==> src/rtl/mem_loader_if.sv <==
// Bus bundle for mem_loader: the host byte-download channel plus the sram_wb copy port.
interface mem_loader_if;
    logic        dl_start;
    logic [24:0] dl_base;
    logic        dl_virt;
    logic        dl_valid;
    logic [7:0]  dl_data;
    logic        dl_ready;
    logic        dl_end;
    logic        mem_copy;
    logic        mem_copy_virt;
    logic [24:0] mem_copy_addr;
    logic [15:0] mem_copy_data;
    logic        mem_copy_we;
    logic        mem_copy_rd;

    modport master (
        output dl_start, dl_base, dl_virt, dl_valid, dl_data, dl_end,
        input  dl_ready, mem_copy, mem_copy_virt, mem_copy_addr, mem_copy_data,
               mem_copy_we, mem_copy_rd
    );

    modport slave (
        input  dl_start, dl_base, dl_virt, dl_valid, dl_data, dl_end,
        output dl_ready, mem_copy, mem_copy_virt, mem_copy_addr, mem_copy_data,
               mem_copy_we, mem_copy_rd
    );
endinterface

==> src/rtl/mem_loader.sv <==
// Packs the host download byte stream into little-endian words, buffers them and
// replays them as fixed-window write strobes on the sram_wb copy port.
module mem_loader #(
    parameter int ACCESS_CYCLES = 32,
    parameter int STROBE_CYCLES = 8,
    parameter int FIFO_DEPTH    = 4
) (
    input  logic         clk_ram,
    input  logic         init_n,
    mem_loader_if.slave  bus,
    output logic         busy,
    output logic         done,
    output logic [15:0]  word_count
);
    localparam int PTR_W      = $clog2(FIFO_DEPTH);
    localparam int CNT_W      = $clog2(ACCESS_CYCLES);
    localparam int GAP_CYCLES = ACCESS_CYCLES - STROBE_CYCLES - 1;

    typedef enum logic [2:0] {
        S_IDLE   = 3'd0,
        S_ARM    = 3'd1,
        S_SETUP  = 3'd2,
        S_STROBE = 3'd3,
        S_GAP    = 3'd4,
        S_DONE   = 3'd5
    } state_t;

    state_t            state_r, state_nx;
    logic [15:0]       fifo_mem_r [FIFO_DEPTH];
    logic [PTR_W-1:0]  wr_ptr_r, rd_ptr_r;
    logic [PTR_W:0]    count_r;
    logic [7:0]        lo_byte_r;
    logic              have_lo_r, push_r, end_seen_r;
    logic [15:0]       push_word_r;
    logic [CNT_W-1:0]  cnt_r;
    logic              busy_r, done_r, mem_copy_r, virt_r, we_r;
    logic [24:0]       addr_r;
    logic [15:0]       data_r, word_count_r;
    logic              fifo_full_s, fifo_empty_s, ready_s, accept_s, flush_s;
    logic              start_s, pop_s, cnt_zero_s, word_done_s;

    assign fifo_full_s  = (count_r == (PTR_W+1)'(FIFO_DEPTH));
    assign fifo_empty_s = (count_r == (PTR_W+1)'(0));
    assign ready_s      = busy_r & ~end_seen_r & ~fifo_full_s;
    assign accept_s     = bus.dl_valid & ready_s;
    // A lone low byte left at end of stream becomes a word with a zero high byte.
    assign flush_s      = end_seen_r & have_lo_r & ~push_r & ~fifo_full_s;
    assign cnt_zero_s   = (cnt_r == CNT_W'(0));
    assign word_done_s  = (state_r == S_GAP) & cnt_zero_s;

    // FSM state register
    always_ff @(posedge clk_ram or negedge init_n) begin
        if (!init_n) begin
            state_r <= S_IDLE;
        end else begin
            state_r <= state_nx;
        end
    end

    // FSM next-state and per-cycle control strobes
    always_comb begin
        state_nx = state_r;
        start_s  = 1'b0;
        pop_s    = 1'b0;
        case (state_r)
            S_IDLE: begin
                if (bus.dl_start) begin
                    state_nx = S_ARM;
                    start_s  = 1'b1;
                end else begin
                    state_nx = S_IDLE;
                end
            end
            S_ARM: begin
                if (!fifo_empty_s) begin
                    state_nx = S_SETUP;
                    pop_s    = 1'b1;
                end else if (end_seen_r && !have_lo_r && !push_r) begin
                    state_nx = S_DONE;
                end else begin
                    state_nx = S_ARM;
                end
            end
            S_SETUP:  state_nx = S_STROBE;
            S_STROBE: begin
                if (cnt_zero_s) begin
                    state_nx = S_GAP;
                end else begin
                    state_nx = S_STROBE;
                end
            end
            S_GAP: begin
                if (cnt_zero_s) begin
                    state_nx = S_ARM;
                end else begin
                    state_nx = S_GAP;
                end
            end
            S_DONE:   state_nx = S_IDLE;
            default:  state_nx = S_IDLE;
        endcase
    end

    // Byte pairing and end-of-stream tracking; completed words are pushed a cycle later
    always_ff @(posedge clk_ram or negedge init_n) begin
        if (!init_n) begin
            lo_byte_r   <= 8'h00;
            have_lo_r   <= 1'b0;
            push_r      <= 1'b0;
            push_word_r <= 16'h0000;
            end_seen_r  <= 1'b0;
        end else if (start_s) begin
            have_lo_r  <= 1'b0;
            push_r     <= 1'b0;
            end_seen_r <= 1'b0;
        end else begin
            push_r <= 1'b0;
            if (state_r != S_IDLE && bus.dl_end) begin
                end_seen_r <= 1'b1;
            end
            if (accept_s) begin
                if (have_lo_r) begin
                    push_r      <= 1'b1;
                    push_word_r <= {bus.dl_data, lo_byte_r};
                    have_lo_r   <= 1'b0;
                end else begin
                    lo_byte_r <= bus.dl_data;
                    have_lo_r <= 1'b1;
                end
            end else if (flush_s) begin
                push_r      <= 1'b1;
                push_word_r <= {8'h00, lo_byte_r};
                have_lo_r   <= 1'b0;
            end
        end
    end

    // Word FIFO
    always_ff @(posedge clk_ram or negedge init_n) begin
        if (!init_n) begin
            for (int i = 0; i < FIFO_DEPTH; i++) begin
                fifo_mem_r[i] <= 16'h0000;
            end
            wr_ptr_r <= PTR_W'(0);
            rd_ptr_r <= PTR_W'(0);
            count_r  <= (PTR_W+1)'(0);
        end else begin
            if (push_r) begin
                fifo_mem_r[wr_ptr_r] <= push_word_r;
                wr_ptr_r             <= wr_ptr_r + PTR_W'(1);
            end
            if (pop_s) begin
                rd_ptr_r <= rd_ptr_r + PTR_W'(1);
            end
            case ({push_r, pop_s})
                2'b10:   count_r <= count_r + (PTR_W+1)'(1);
                2'b01:   count_r <= count_r - (PTR_W+1)'(1);
                default: count_r <= count_r;
            endcase
        end
    end

    // Strobe and gap timer
    always_ff @(posedge clk_ram or negedge init_n) begin
        if (!init_n) begin
            cnt_r <= CNT_W'(0);
        end else if (state_r == S_SETUP) begin
            cnt_r <= CNT_W'(STROBE_CYCLES - 1);
        end else if (state_r == S_STROBE && cnt_zero_s) begin
            cnt_r <= CNT_W'(GAP_CYCLES - 1);
        end else if (!cnt_zero_s) begin
            cnt_r <= cnt_r - CNT_W'(1);
        end
    end

    // Registered copy-port and session outputs, driven from the next state
    always_ff @(posedge clk_ram or negedge init_n) begin
        if (!init_n) begin
            busy_r       <= 1'b0;
            done_r       <= 1'b0;
            mem_copy_r   <= 1'b0;
            virt_r       <= 1'b0;
            we_r         <= 1'b0;
            addr_r       <= 25'h0000000;
            data_r       <= 16'h0000;
            word_count_r <= 16'h0000;
        end else begin
            we_r   <= (state_nx == S_STROBE);
            done_r <= (state_nx == S_DONE);
            if (pop_s) begin
                data_r <= fifo_mem_r[rd_ptr_r];
            end
            if (start_s) begin
                busy_r       <= 1'b1;
                mem_copy_r   <= 1'b1;
                virt_r       <= bus.dl_virt;
                addr_r       <= bus.dl_base & 25'h1FFFFFE;
                word_count_r <= 16'h0000;
            end else if (state_nx == S_DONE) begin
                busy_r     <= 1'b0;
                mem_copy_r <= 1'b0;
            end else if (word_done_s) begin
                addr_r       <= addr_r + 25'd2;
                word_count_r <= word_count_r + 16'd1;
            end
        end
    end

    assign bus.dl_ready      = ready_s;
    assign bus.mem_copy      = mem_copy_r;
    assign bus.mem_copy_virt = virt_r;
    assign bus.mem_copy_addr = addr_r;
    assign bus.mem_copy_data = data_r;
    assign bus.mem_copy_we   = we_r;
    assign bus.mem_copy_rd   = 1'b0;
    assign busy              = busy_r;
    assign done              = done_r;
    assign word_count        = word_count_r;
endmodule

==> src/flat_wrapper.sv <==
// flat-port wrapper written by rule: the top's interface ports become plain ports
module mem_loader_flat 
#(
    parameter int ACCESS_CYCLES = 32,
    parameter int STROBE_CYCLES = 8,
    parameter int FIFO_DEPTH    = 4
)
  (clk_ram, init_n, busy, done, word_count, bus_dl_start, bus_dl_base, bus_dl_virt, bus_dl_valid, bus_dl_data, bus_dl_end, bus_dl_ready, bus_mem_copy, bus_mem_copy_virt, bus_mem_copy_addr, bus_mem_copy_data, bus_mem_copy_we, bus_mem_copy_rd);
  mem_loader_if bus_i ();
  input  logic clk_ram;
  input  logic init_n;
  output logic busy;
  output logic done;
  output logic [15:0] word_count;
  input wire logic [$bits(bus_i.dl_start)-1:0] bus_dl_start;
  input wire logic [$bits(bus_i.dl_base)-1:0] bus_dl_base;
  input wire logic [$bits(bus_i.dl_virt)-1:0] bus_dl_virt;
  input wire logic [$bits(bus_i.dl_valid)-1:0] bus_dl_valid;
  input wire logic [$bits(bus_i.dl_data)-1:0] bus_dl_data;
  input wire logic [$bits(bus_i.dl_end)-1:0] bus_dl_end;
  output wire logic [$bits(bus_i.dl_ready)-1:0] bus_dl_ready;
  output wire logic [$bits(bus_i.mem_copy)-1:0] bus_mem_copy;
  output wire logic [$bits(bus_i.mem_copy_virt)-1:0] bus_mem_copy_virt;
  output wire logic [$bits(bus_i.mem_copy_addr)-1:0] bus_mem_copy_addr;
  output wire logic [$bits(bus_i.mem_copy_data)-1:0] bus_mem_copy_data;
  output wire logic [$bits(bus_i.mem_copy_we)-1:0] bus_mem_copy_we;
  output wire logic [$bits(bus_i.mem_copy_rd)-1:0] bus_mem_copy_rd;
  assign bus_i.dl_start = bus_dl_start;
  assign bus_i.dl_base = bus_dl_base;
  assign bus_i.dl_virt = bus_dl_virt;
  assign bus_i.dl_valid = bus_dl_valid;
  assign bus_i.dl_data = bus_dl_data;
  assign bus_i.dl_end = bus_dl_end;
  assign bus_dl_ready = bus_i.dl_ready;
  assign bus_mem_copy = bus_i.mem_copy;
  assign bus_mem_copy_virt = bus_i.mem_copy_virt;
  assign bus_mem_copy_addr = bus_i.mem_copy_addr;
  assign bus_mem_copy_data = bus_i.mem_copy_data;
  assign bus_mem_copy_we = bus_i.mem_copy_we;
  assign bus_mem_copy_rd = bus_i.mem_copy_rd;
  mem_loader #(.ACCESS_CYCLES(ACCESS_CYCLES), .STROBE_CYCLES(STROBE_CYCLES), .FIFO_DEPTH(FIFO_DEPTH)) u_core (.clk_ram(clk_ram), .init_n(init_n), .bus(bus_i), .busy(busy), .done(done), .word_count(word_count));
endmodule
==> config.mk <==
export PLATFORM = sky130hd
export DESIGN_NAME = mem_loader_flat
export DESIGN_NICKNAME = d
export VERILOG_FILES = /design/src/rtl/mem_loader_if.sv /design/src/rtl/mem_loader.sv /design/src/flat_wrapper.sv
export SDC_FILE = /design/constraint.sdc
export NUM_CORES = 1
export LEC_CHECK = 0
export ABC_AREA = 1
export BUFFER_PORTS_ARGS = -buffer_cell sky130_fd_sc_hd__buf_2
export CORE_MARGIN = 1.5
export CORE_UTILIZATION = 30
export DETAILED_ROUTE_END_ITERATION = 6
export PLACE_DENSITY_LB_ADDON = 0.25
export SLEW_MARGIN = 20
export SYNTH_ARGS = -nofsm -noshare
export SYNTH_HDL_FRONTEND = slang
export SYNTH_SLANG_ARGS = --single-unit
export TNS_END_PERCENT = 30
==> constraint.sdc <==
create_clock -name clk_ram -period 2.4 [get_ports clk_ram]
set_input_delay 0.24 -clock clk_ram [delete_from_list [all_inputs] [get_ports clk_ram]]
set_output_delay 0.24 -clock clk_ram [all_outputs]
set_load 0.01 [all_outputs]
== Word level (Yosys, flattened, before mapping) ==
Cells that the tools add are included.

* Register bits: 167
* Latch bits: 0
* RAM bits: 0
* ROM bits: 0
* Input bits: 39
* Word-level logic and storage cells: 118
* Memories: 0

* Add/subtract/negate cells: 7
* $mul: 0
* Div/mod/pow operators: 0
* $lt $le $gt $ge: 3
* Equality and inequality tests: 12
* Shift operators: 0
* Muxes and demuxes: 41
* Bitwise gates (word level): 14
* Reduce and logical (&&, ||, !) cells: 20

{| class="wikitable"
|+ Operators with widths
! operator !! count
|-
| 16-bit 2-to-1 mux || 9
|-
| 25-bit 2-to-1 mux || 3
|-
| 64-bit bitwise mux || 1
|-
| 16-bit binary-select mux with 2-bit select || 1
|-
| 16-bit demux with 2-bit select || 1
|-
| 25-bit by 2-bit adder with 25-bit output, second input constant || 1
|-
| 1-bit 2-to-1 mux || 17
|-
| 16-bit by 1-bit adder with 16-bit output, second input constant || 1
|-
| 5-bit 2-to-1 mux || 3
|-
| 3-bit one-hot mux with 5 select lines || 1
|-
| 3-bit 2-to-1 mux || 4
|-
| 2-bit nonzero test || 5
|-
| 3-bit by 2-bit == test with 1-bit output, second input constant || 3
|-
| 3-bit == test, second input constant || 3
|-
| 1-bit bitwise AND || 7
|-
| 3-bit >= comparator, second input constant || 2
|-
| 3-bit logical NOT || 2
|-
| 2-bit NOT with 3-bit output || 2
|-
| 3-bit one-hot mux with 2 select lines || 1
|-
| 3-bit AND reduction || 2
|-
| 3-bit nonzero test || 2
|-
| 1-bit logical AND || 5
|-
| 5-bit logical NOT || 1
|-
| 1-bit NOT || 5
|-
| 12 further kinds || 15
|}

== Logic depth before layout (Yosys ltp) ==
Gate-level depths: netlist (run 1).

* Depth in word-level cells: 9
* Gate-level depth with buffers: 11
* Mapped depth without buffers: 10

== Least setup slack after synthesis (run 1) ==
OpenSTA, ideal clock, no wires.

* Path kind: register to register
* Start point: register u_core.state_r[1]
* End point: register u_core.count_r[2]
* Setup time: 0.131 ns
* Data arrival time: 1.944 ns
* Slack: 0.325 ns
* Cell stages (with the launch flop): 11
* Buffers on the path: 1
* Period minus slack after synthesis: 2.075 ns
* Cell sequence: dfrtp_1 > nor3_2 > nand2_1 > inv_2 > buf_2 > ha_1 > inv_1 > fa_1 > a21oi_1 > o21ai_0 > xor2_1

* Cells in the longest elaborated chain, start to end: 4

{| class="wikitable"
|+ RTL lines
! what !! line !! text
|-
| start, declared || mem_loader.sv:28 || <nowiki>state_t state_r, state_nx;</nowiki>
|-
| start signal, assigned || mem_loader.sv:56 || <nowiki>state_r <= state_nx;</nowiki>
|-
| 3-bit by 1-bit == test with 1-bit output (*) || mem_loader.sv:65 || <nowiki>case (state_r)</nowiki>
|-
| 1-bit 2-to-1 mux (*) || mem_loader.sv:65 ||
|-
| named net u_core.pop_s || mem_loader.sv:40 || <nowiki>logic start_s, pop_s, cnt_zero_s, word_done_s;</nowiki>
|-
| 2-bit by 1-bit == test with 1-bit output or 2-bit == test (tied branches) || mem_loader.sv:155 || <nowiki>case ({push_r, pop_s})</nowiki>
|-
| 3-bit one-hot mux with 2 select lines or 2-bit nonzero test (tied branches) || n/a ||
|-
| end signal, assigned || mem_loader.sv:156 || <nowiki>2'b10: count_r <= count_r + (PTR_W+1)'(1);</nowiki>
|-
| end signal, assigned || mem_loader.sv:157 || <nowiki>2'b01: count_r <= count_r - (PTR_W+1)'(1);</nowiki>
|-
| end signal, assigned || mem_loader.sv:158 || <nowiki>default: count_r <= count_r;</nowiki>
|-
| end, declared || mem_loader.sv:31 || <nowiki>logic [PTR_W:0] count_r;</nowiki>
|}

Mark *: on every way through the listed nets, which the timed path passes. The rest lies on a longest branch.
A chain may end at the register's enable or synchronous reset.

== Worst setup path in the final report (run 1) ==
* Start point: register u_core.state_r[0]
* End point: register u_core.count_r[2]

* Cells in the longest elaborated chain, start to end: 4

{| class="wikitable"
|+ RTL lines
! what !! line
|-
| 3-bit by 1-bit == test with 1-bit output (*) || mem_loader.sv:65
|-
| 1-bit 2-to-1 mux (*) || mem_loader.sv:65
|-
| 2-bit by 1-bit == test with 1-bit output or 2-bit == test (tied branches) || mem_loader.sv:155
|-
| 3-bit one-hot mux with 2 select lines or 2-bit nonzero test (tied branches) || n/a
|}

Mark *: on every way between the ends. The rest lies on a longest branch, timed or not.

==> impl.org, run 1 <==
** Run status
- Outcome :: finished with violations
- Violated checks :: DRC

** Route
- Count of nets left with antenna violations after detail routing :: 0
- Before antenna repair, the detailed router went through 7 iterations.
- The detailed router finished its first iteration with 472 violations.
- Routed wire per std cell :: 14.9 um
- The routed layout has 6,556 vias.
- DR DRC count :: 8
- Vias/cell :: 4.66
- WL final :: 20,900 um

** GRT
- In the global route stage, overall resource usage came out at 0.156.
- The via count of the first global-routing pass is 6,245.
- The first global-routing pass estimated 33,900 um of wire.
- For this run the aggregate overflow at the end of global routing stands at 0.
- Pin count of the biggest net entering global routing :: 46
- Antenna violations before repair :: 5

** STA
- Worst Clk Skew :: 0.0145 ns
- Final Hold Viols :: 0
- The tightest hold path in the finished design has a slack of 0.0209 ns.
- Timing would allow up to 504 MHz.
- Unrepaired setup endpoints after global routing :: false
- The number of pins with negative max-slew slack in the final report came to 0.
- # setup viols final :: 0
- Setup_tns :: 0 ns
- For the finished layout, the period the worst path requires is 1.99 ns.
- Worst-margin pin slew :: 0.610 ns
- Of the available clock period, the critical path in the final layout requires 0.827.
- Tightest slew margin relative to the limit :: 0.593

** Finish
- Multi-input combinational cell area :: 3260 um^2
- Reg area :: 4150 um^2
- Of the cells placed in the final design, the portion with a size suffix greater than 1 is 0.177.
- Post-synthesis to final-layout area growth :: 18.6%
- Fill cell total of the finished layout :: 2,769
- Net count, final :: 1,106

** Logic synthesis
- Ranked by total cell area, the synthesized netlist is headed by sky130_fd_sc_hd__dfrtp_1 (52%), sky130_fd_sc_hd__nand2_1 (9.4%), sky130_fd_sc_hd__o21ai_0 (8.8%).
- During synthesis, Yosys emitted a total of 0 warnings.
- Most common library cells after synthesis :: sky130_fd_sc_hd__nand2_1 (200), sky130_fd_sc_hd__dfrtp_1 (166), sky130_fd_sc_hd__o21ai_0 (141)
- Of the synthesized area, sequential elements account for 0.519.
- After synthesis the cells add up to 8010 um^2.
- The largest total area in the synthesized netlist belongs to sky130_fd_sc_hd__dfrtp_1.
- Cell count after synthesis :: 960
- Count of cell types in the netlist :: 44
- Number of enable flip-flop cells after synthesis :: 0
- Top flip-flop cell by instance count after synthesis :: sky130_fd_sc_hd__dfrtp_1
- Cell with the most instances after synthesis :: sky130_fd_sc_hd__nand2_1
- Of the post-synthesis cell area, the dominant cell type holds 0.519.
- Share of flip-flops with an asynchronous set or reset after synthesis :: 1.00
- Dividing the synthesized area by the synthesized cell count gives 8.34 um^2.
- After synthesis the netlist holds a flip-flop and latch count of 166.

** Critical path
- The largest individual stage delay along the critical path comes from the cell sky130_fd_sc_hd__dfrtp_1.
- Crit-path most repeated cell :: sky130_fd_sc_hd__inv_1
- Largest stage delay on the critical path :: 0.40 ns
- Crit path kind :: flip-flop to flip-flop
- In this run the worst path has a maximum fanout of 4.
- Crit Reg-Reg Endpoint :: u_core.count_r[2]
- Worst-case reg-to-reg path depth :: 10
- STA classifies the critical path startpoint as a flip-flop.
- Endpoint type of the worst setup path :: flip-flop
- At the worst endpoint, the arrival time is 2.29 ns.
- Reg-to-reg setup timing slack :: 0.41 ns
- Cell chain of the critical path :: inv_1, nor3_2, nand2_1, inv_2, ha_1, inv_1, fa_1, a21oi_1, o21ai_0, xor2_1
- At the worst endpoint, the required time is 2.70 ns.
- The startpoint identified for the worst register-to-register timing path is u_core.state_r[0].

** Pwr
- Dividing total power by cell area gives a power density of 1220 nW/um^2.
- IR analysis of the VDD net gives a maximum drop of 0.438 mV.
- Post-route total power :: 11,600 uW
- Leakage power :: 0.00446 uW

** Min path
- Along the worst hold path, the cell count comes to 3.
- Hold path endpoint :: u_core.bus.mem_copy_virt
- The min-delay analysis places its worst path in the category input port to flip-flop.
- Startpoint of the worst hold path :: bus_dl_virt

** Clocking
- Total of cells resized after clock tree synthesis :: 0
- Clock slew at the register clock pins of the worst setup and hold paths :: 0.07 ns
- Number of buffers created by CTS :: 17
- The cell sitting at the root of the clock tree is a sky130_fd_sc_hd__clkbuf_16.
- The number of hold buffers added after CTS was 1.
- The clock drives 166 sinks.
- H-tree levels :: 4
- Post-CTS setup-driven buffer insertion count :: 0
- TritonCTS built the clock tree.
- Worst skew pair latency :: 0.43 ns
- The clock passes through at most 2 buffers.

** Floorplanning
- Die height :: 166 um
- After floorplanning, the core was sized to cover 26,100 um^2.
- The die is 166 um wide.
- Floorplan die area :: 27,700 um^2
- 103 I/O pins were placed.
- Cell Rows :: 59
- Initial Utilization :: 0.306

** Flow run
- Max-cap violations in this run came to 0.

** Placed design
- Buffers placed on the I/O ports in this run total 99.
- Global placement routability congestion :: 0.816
- Detailed Place HPWL :: 14,300 um
[worst max-delay path: cells and delay by family, from the launching register on]
family / cells / cell delay, ns
AND/OR/NAND/NOR: 2 / 0.33
XOR/XNOR: 1 / 0.15
AO/OA/AOI/OAI: 2 / 0.24
buffers and inverters: 3 / 0.23
flip-flops: 1 / 0.40
adder cells (fa/ha/maj): 2 / 0.52
[cells by family after synthesis]
group / synth area share
AOI/OAI and AO/OA: 0.140
xor gates and xnor gates: 0.0175
adders and majority gates: 0.0166
buffers and inverters: 0.0738
DFF: 0.519
other: 0.000468
and+or+nand+nor: 0.232
[per-layer routing]
metal,track usage,part of all wire,up-vias
met2,0.241,0.45,86
met4,0.0443,0.012,6
li1,-,-,3325
met5,0,0.0021,-
met3,0.0360,0.037,23
met1,0.218,0.50,3116
[worst max-delay path by stage]
stage,start,to,cells after the start
6_report,u_core.state_r[0],u_core.count_r[2],10
5_1_grt,u_core.state_r[0],u_core.count_r[2],10
4_1_cts,u_core.count_r[1],u_core.count_r[1],8
3_5_place_dp,u_core.count_r[1],u_core.count_r[1],8
3_3_place_gp,u_core.state_r[0],u_core.count_r[2],10
2_1_floorplan,u_core.state_r[1],u_core.count_r[2],10
[cell usage in the layout (no fill, tap or decap), types with 6 or more instances in the layout]
cell type	n
sky130_fd_sc_hd__nor3_1	9
sky130_fd_sc_hd__dfrtp_1	166
sky130_fd_sc_hd__nand3_1	38
sky130_fd_sc_hd__clkbuf_16	17
sky130_fd_sc_hd__nand4_1	10
sky130_fd_sc_hd__buf_2	98
sky130_fd_sc_hd__xor2_1	10
sky130_fd_sc_hd__o21ai_0	141
sky130_fd_sc_hd__inv_1	90
sky130_fd_sc_hd__ha_1	9
sky130_fd_sc_hd__inv_2	7
sky130_fd_sc_hd__buf_4	17
sky130_fd_sc_hd__nand2_2	6
sky130_fd_sc_hd__nor2_1	130
sky130_fd_sc_hd__xnor2_1	6
sky130_fd_sc_hd__a21oi_1	20
sky130_fd_sc_hd__nor2_4	6
sky130_fd_sc_hd__a31oi_1	18
sky130_fd_sc_hd__o22ai_1	6
sky130_fd_sc_hd__o21ai_1	7
sky130_fd_sc_hd__nand2_1	200
[power breakdown]
part	switching, uW	internal (uW)	leakage, uW
Sequential	827	3890	0.00212
Combinational	2560	1490	0.00205
Clock	1300	1500	0.000288
Total	4690	6870	0.00446
[sequential cells by signal (all words and copies together) (netlist names), 2 cells and up]
register	count
u_core.bus.mem_copy_addr	24
u_core.bus.mem_copy_data	16
u_core.cnt_r	5
u_core.count_r	3
u_core.fifo_mem_r	64
u_core.lo_byte_r	8
u_core.push_word_r	16
u_core.rd_ptr_r	2
u_core.state_r	3
u_core.word_count	16
u_core.wr_ptr_r	2
[through the flow]
stage           util  area, um^2  std cells  worst slack [ns]
2_1_floorplan      -        8010        961             0.325
3_3_place_gp   0.339        8870       1372             0.410
3_5_place_dp   0.339        8870       1372             0.424
4_1_cts        0.363        9490       1405             0.408
5_1_grt        0.363        9500       1406             0.179
6_report       0.363        9500       1407             0.414
[layout make-up]
cell class / count / area share
Timing Repair Buffer: 119 / 0.0715
Clock inverter: 15 / 0.0196
Clock buffer: 17 / 0.0448
Sequential cell: 166 / 0.437
Inverter: 97 / 0.0383
Antenna cell: 2 / 0.000527
Multi-Input combinational cell: 656 / 0.344
Tap cell: 335 / 0.0441
Power figures use the tool's default switching activity.
==> run 2: changes to the inputs <==
==> constraint.sdc (replaced) <==
create_clock -name clk_ram -period 1.7 [get_ports clk_ram]
set_input_delay 0.17 -clock clk_ram [delete_from_list [all_inputs] [get_ports clk_ram]]
set_output_delay 0.17 -clock clk_ram [all_outputs]
set_load 0.01 [all_outputs]
==> impl.org, run 2 (synthesized netlist as in run 1, its figures left out) <==
** Run status
- Outcome :: finished with violations
- The checks that failed: DRC, setup timing.

** Clocking
- At the later pin of the worst-skew pair, clock insertion delay measures 0.43 ns.
- The tree is rooted in a sky130_fd_sc_hd__clkbuf_16.
- Number of buffers created by CTS :: 17
- Clock slew at the register clock pins of the worst setup and hold paths :: 0.07 ns
- The clock passes through at most 2 buffers.
- CTS built an H-tree with a depth of 4.
- CTS sink count :: 166
- Clock tree from TritonCTS :: built

** Route
- The detailed router finished its first iteration with 416 violations.
- Routed wire per std cell :: 14.6 um
- DR DRC count :: 4
- The pre-antenna-repair detailed-routing pass consisted of 7 iterations.
- Via total after detailed routing :: 6,784
- Count of nets left with antenna violations after detail routing :: 0
- Vias/cell :: 4.64
- The routed design has 21,300 um of wire.

** Finish
- The library cells used most frequently in the layout, excluding fill and tap cells, are sky130_fd_sc_hd__nand2_1 (197), sky130_fd_sc_hd__dfrtp_1 (166), sky130_fd_sc_hd__o21ai_0 (138).
- Summing all non-filler instances in the final layout gives an area of 10,200 um^2.
- Commonest non-fill, non-tap cell in the layout :: sky130_fd_sc_hd__nand2_1
- The number of antenna diodes in the final layout is 0.
- From synthesis to final layout, the design area changed by 27.2%.
- In the final layout, the share of cells above drive strength 1 is 0.212.
- Final cell count without fillers :: 1,461
- At the end of the flow, the number of nets in the layout was 1,163.
- u_core.fifo_mem_r holds more flip-flops than any other register.
- The register with the most flip-flops in the layout has 64 of them.

** STA
- Measured against its own limit, the worst slew margin works out to 0.617.
- Once routing completed, OpenROAD measured the worst setup slack at -0.0873 ns.
- Setup violations remaining at the end of the flow were counted as 1.
- Unrepaired setup endpoints after global routing :: true
- For the pin with the worst max-slew slack, the measured transition is 0.574 ns.
- The number of pins with negative max-slew slack in the final report was 0.
- For this run, the top clock speed supported by timing is 559 MHz.
- Worst Clk Skew :: 0.0124 ns
- Final period utilization :: 1.05
- Final Hold Viols :: 0
- Period minus WS final :: 1.79 ns

** Critical path
- Launch instance of the worst register-to-register path :: u_core.state_r[0]
- Required time at the worst-slack endpoint :: 2.00 ns
- STA puts the critical path data arrival time at 2.09 ns.
- The number of cells on the worst reg-to-reg path is 10.
- Endpoint type of the worst setup path :: flip-flop
- Critical Path Start Type :: flip-flop
- Reg-to-reg setup timing slack :: -0.09 ns
- The critical path is of the flip-flop to flip-flop type.
- Of all nets on the critical path, the largest fanout is 2.
- Crit Reg-Reg Endpoint :: u_core.count_r[2]

** Placed design
- PortBufs :: 99
- At the end of routability-driven placement, the weighted congestion stood at 0.815.
- Detailed placement finished with a half-perimeter wire length of 14,600 um.
- Cell count after placement :: 1,397
- The placed instances occupy a cell area of 9200 um^2.

** GRT
- Vias in the first global route :: 6,664
- Pin count of the biggest net entering global routing :: 54
- Remaining global-route overflow :: 0
- Global-route wire length before repair :: 35,400 um
- The number of antenna violations at the first check in global routing came to 0.
- Global-route usage over all layers :: 0.160

** Pwr
- Power spread over the standard cell area amounts to 1660 nW/um^2.
- The analysis attributes to cell leakage a power of 0.00479 uW.
- Maximum VDD drop :: 0.770 mV
- Post-route total power :: 16,900 uW

** Min path
- Worst hold-check path type :: input port to flip-flop
- The worst hold path was traced through 3 stages.
- The path with the worst hold slack has its endpoint at u_core.bus.mem_copy_addr[8].
- Startpoint of the worst hold path :: bus_dl_base[8]

** Floorplanning
- Ports :: 103
- Core outline area :: 26,100 um^2
- The die is 166 um wide.
- The initial utilization of the core area, before any placement, comes to 0.306.
- The floorplan step defined a die boundary enclosing 27,700 um^2.
- The die is 166 um tall.
- Row generation in the floorplan step produced 59 rows.

** Flow run
- The tool flagged a number of max-cap violations equal to 0.
## run 2: repair_timing
item / in CTS / in global routing
cloned: 0 / 2
setup endpoints to repair: 6 / 51
endpoints found under the hold margin: 60 / 0
hold buffers: 21 / 0
buffers inserted: 4 / 8
pin swaps: 4 / 9
gates resized for setup: 2 / 24
## run 2: worst max path at each step
stage | slack (ns) | start | cells past startpoint | end
2_1_floorplan | -0.27 | u_core.state_r[0] | 11 | u_core.count_r[2]
3_3_place_gp | -0.07 | u_core.state_r[0] | 10 | u_core.count_r[2]
3_5_place_dp | -0.08 | u_core.state_r[0] | 10 | u_core.count_r[2]
4_1_cts | -0.07 | u_core.state_r[1] | 9 | u_core.count_r[2]
5_1_grt | -0.20 | u_core.state_r[0] | 10 | u_core.count_r[2]
6_report | -0.09 | u_core.state_r[0] | 10 | u_core.count_r[2]
## run 2: metal layers
layer	routed length, um	global-route usage	vias to the layer above
li1	-	-	3431
met1	10700	0.227	3228
met2	9510	0.247	107
met3	803	0.0317	18
met4	265	0.0474	0
met5	0	0	-
## run 2: final cells by class
class | count | area [um^2]
fillers | 2745 | 15900
flip-flops and latches | 166 | 4150
multi-input cells | 656 | 3350
repair buffers | 176 | 1340
clock buffers | 17 | 425
well taps | 335 | 419
inverters | 97 | 377
clock inverters | 14 | 118
## run 2: critical path: stages, from the launching register on
cell                      delay (ns)
sky130_fd_sc_hd__dfrtp_1        0.37
sky130_fd_sc_hd__inv_2          0.06
sky130_fd_sc_hd__nor3_4         0.20
sky130_fd_sc_hd__nand2_2        0.08
sky130_fd_sc_hd__inv_2          0.08
sky130_fd_sc_hd__ha_4           0.12
sky130_fd_sc_hd__inv_2          0.04
sky130_fd_sc_hd__fa_2           0.35
sky130_fd_sc_hd__a21oi_2        0.15
sky130_fd_sc_hd__o21ai_1        0.08
sky130_fd_sc_hd__xor2_1         0.14
## run 2: power by group
part / total [uW] / internal [uW] / switching [uW]
combinational: 6670 / 2710 / 3960
clock: 3600 / 1900 / 1700
sequential: 6590 / 5490 / 1100
total: 16900 / 10100 / 6760
## run 2: stage by stage
step                utilization  hold slack, ns  worst slack [ns]  TNS [ns]
floorplan                     -          -0.126            -0.266    -0.452
global placement          0.352           0.129           -0.0703   -0.0901
detailed placement        0.352           0.129           -0.0812    -0.133
CTS                       0.382         0.00622           -0.0721   -0.0721
global route              0.390          0.0406            -0.199    -0.223
finish                    0.390          0.0240           -0.0873   -0.0873
==> run 3: changes to the inputs <==
--- a/config.mk
+++ b/config.mk
@@ -8,7 +8,7 @@
 export ABC_AREA = 1
 export BUFFER_PORTS_ARGS = -buffer_cell sky130_fd_sc_hd__buf_2
 export CORE_MARGIN = 1.5
-export CORE_UTILIZATION = 30
+export CORE_UTILIZATION = 45
 export DETAILED_ROUTE_END_ITERATION = 6
 export PLACE_DENSITY_LB_ADDON = 0.25
 export SLEW_MARGIN = 20
==> impl.org, run 3 (synthesized netlist as in run 1, its figures left out) <==
** Finish
- Ranked by flip-flop count, first place goes to u_core.fifo_mem_r.
- Final cell count without fillers :: 1,336
- Commonest non-fill, non-tap cell in the layout :: sky130_fd_sc_hd__nand2_1
- Net count, final :: 1,147
- The register with the most flip-flops in the layout has 64 of them.
- After routing the design area is 9840 um^2.
- In the final layout, the share of cells above drive strength 1 is 0.204.
- Top library cells by usage in the layout, fill and taps aside :: sky130_fd_sc_hd__nand2_1 (197), sky130_fd_sc_hd__dfrtp_1 (166), sky130_fd_sc_hd__o21ai_0 (135)
- Relative to the synthesized area, the layout overhead comes to 22.9%.
- ANT cells :: 0

** GRT
- The via count of the first global-routing pass is 6,157.
- Remaining global-route overflow :: 0
- Entering global routing, the biggest net connects 115 pins.
- Global-route wire length before repair :: 31,400 um
- The number of antenna violations at the first check in global routing is 0.
- Global-route usage over all layers :: 0.217

** Route
- Count of nets left with antenna violations after detail routing :: 0
- After detailed routing, the met3 layer carries 903 um of wire.
- WL final :: 19,500 um
- For this block, the via count after detailed routing is 6,844.
- For this run, the detailed router's first-pass iteration total came to 5.
- In this run, the number of DRC markers left after iteration 0 of detailed routing was 518.
- Vias/cell :: 5.12
- For this block, wires on met1 add up to 9650 um.
- Top routing layer used :: met4
- DR DRC count :: 0
- After detailed routing, the average wire length per cell comes to 14.6 um.
- Summed over all nets, wire length on met2 after detailed routing comes to 8740 um.

** Run status
- The run finished, with violations left.
- The final reports fail on setup timing.

** Pwr
- Power density relative to cell area :: 1700 nW/um^2
- The worst-case IR drop observed on VDD is 1.10 mV.
- Leakage power :: 0.00467 uW

** STA
- For the pin with the worst max-slew slack, the measured transition is 0.651 ns.
- Worst Clk Skew :: 0.0138 ns
- Final period utilization :: 1.01
- Max Transition Viols Final :: 0
- In this run the tightest slew margin relative to its limit is 0.566.
- # setup viols final :: 1
- Static timing analysis puts the maximum clock frequency at 582 MHz.
- The routed design could run at a clock period as short as 1.72 ns.
- Unrepaired setup endpoints after global routing :: true
- Final Hold Viols :: 0
- Final Worst Setup Slack :: -0.0174 ns

** Clocking
- The tree built by TritonCTS fans out to 166 sinks.
- The cell sitting at the root of the clock tree is a sky130_fd_sc_hd__clkbuf_16.
- The later pin in the worst-skew pair is clocked with a latency of 0.43 ns.
- Number of buffers created by CTS :: 17
- Counting along the longest clock path gives a buffer depth of 2.
- The clock tree synthesis step divided the H-tree into 4 levels.
- After clock tree synthesis, the clock-pin slew on the worst setup and hold paths is 0.07 ns.
- Clock tree from TritonCTS :: built

** Critical path
- Critical Path Start Type :: flip-flop
- Cell family with the largest share of critical-path delay :: adder cells
- End point of the critical path :: u_core.count_r[2]
- Crit-path most repeated cell :: sky130_fd_sc_hd__inv_2
- Setup slack on the worst reg-to-reg path comes out at -0.02 ns.
- The worst setup path is captured at a flip-flop.
- Critical Path Stages :: 10
- Cell with the biggest individual delay on the critical path :: sky130_fd_sc_hd__dfrtp_1
- Worst setup path startpoint :: u_core.state_r[0]
- Cell chain of the critical path :: inv_2, nor3_4, nand2_2, inv_2, ha_4, inv_2, fa_2, a21oi_2, o21ai_1, xor2_1
- Critical path peak fanout :: 2
- The number of cells on the worst reg-to-reg path is 10.
- By startpoint and endpoint, the worst setup path is classified as flip-flop to flip-flop.
- In this run the critical register-to-register path is captured at u_core.count_r[2].
- STA puts the critical path data arrival time at 2.03 ns.
- Number of buffer and inverter stages on the critical path :: 3
- The largest single stage delay on the critical path is 0.36 ns.
- For the worst setup path, the data required time is 2.02 ns.
- Launch instance of the worst register-to-register path :: u_core.state_r[0]

** Placed design
- The number of placed instances, taps included, is 1,282.
- Port buffering added 99 buffers.
- Placement-stage cell area :: 8970 um^2
- Detailed Place HPWL :: 12,800 um
- Routability-driven placement finished with a final weighted congestion of 0.806.

** Floorplanning
- 103 I/O pins were placed.
- Measured along the y axis, the die boundary spans 136 um.
- For this configuration, the core starts out at a cell density of 0.461.
- The die covers 18,600 um^2.
- Core outline area :: 17,400 um^2
- The floorplan has 48 rows.
- The floorplan step set the die width to 136 um.

** Flow run
- Max Cap Viol :: 0

** Min path
- Startpoint of the worst hold path :: bus_dl_data[2]
- Worst hold-check path type :: input port to flip-flop
run 3: cell count changes in the layout (fill, tap and decap cells not counted), sizes merged:
cell,delta
clkinvlp,-1
dlygate4sd3,-4
inv,-2
clkbuf,+2
bufinv,+1
buf,-11
run 3: through the flow:
stage          utilization  setup WS, ns  setup TNS (ns)  total power, uW  hold slack [ns]
6_report             0.567       -0.0174         -0.0174            16800           0.0121
4_1_cts              0.561       -0.0359         -0.0359            16700          0.00563
3_3_place_gp         0.517       -0.0689         -0.0689            12700            0.302
5_1_grt              0.567        -0.129          -0.143            18100           0.0203
3_5_place_dp         0.517       -0.0686          -0.164            12800            0.304
2_1_floorplan            -        -0.266          -0.452            10600           -0.126
run 3: cell type report:
class	count	area (um^2)
fillers	1593	7520
repair buffers	160	1120
inverters	97	367
flip-flops and latches	166	4150
clock buffers	20	467
well taps	225	282
clock inverters	12	115
multi-input cells	656	3330
run 3: worst min-delay path by stage:
stage | cells after the start | slack [ns] | to
2_1_floorplan | 0 | -0.13 | u_core.bus.mem_copy_addr[10]
3_3_place_gp | 2 | 0.30 | u_core.bus.mem_copy_data[3]
3_5_place_dp | 2 | 0.30 | u_core.fifo_mem_r[51]
4_1_cts | 3 | 0.006 | u_core.lo_byte_r[2]
5_1_grt | 3 | 0.02 | u_core.lo_byte_r[1]
6_report | 3 | 0.01 | u_core.lo_byte_r[2]
run 3: where the power goes:
part	internal, uW	switching, uW
registers	5500	1090
logic	2550	3850
clock network	2150	1620
total	10200	6560
run 3: what timing repair did:
| action | CTS | global route |
|---|---|---|
| hold buffers | 17 | 0 |
| endpoints found under the hold margin | 183 | 0 |
| resized for setup | 4 | 17 |
| cloned | 0 | 1 |
| pin swaps | 3 | 3 |
| endpoints found under the setup margin | 6 | 46 |
| setup buffers | 0 | 4 |
run 3: layer usage:
metal  track usage  vias to the layer above
met5             0                        -
met1         0.328                     3232
li1              -                     3407
met4        0.0638                        0
met2         0.320                      185
met3        0.0369                       20
run 3: worst min-delay path: cells and delay by family:
family	cells	cell delay, ns
buffers and inverters	1	0.11
AND/OR/NAND/NOR	1	0.05
AO/OA/AOI/OAI	1	0.07
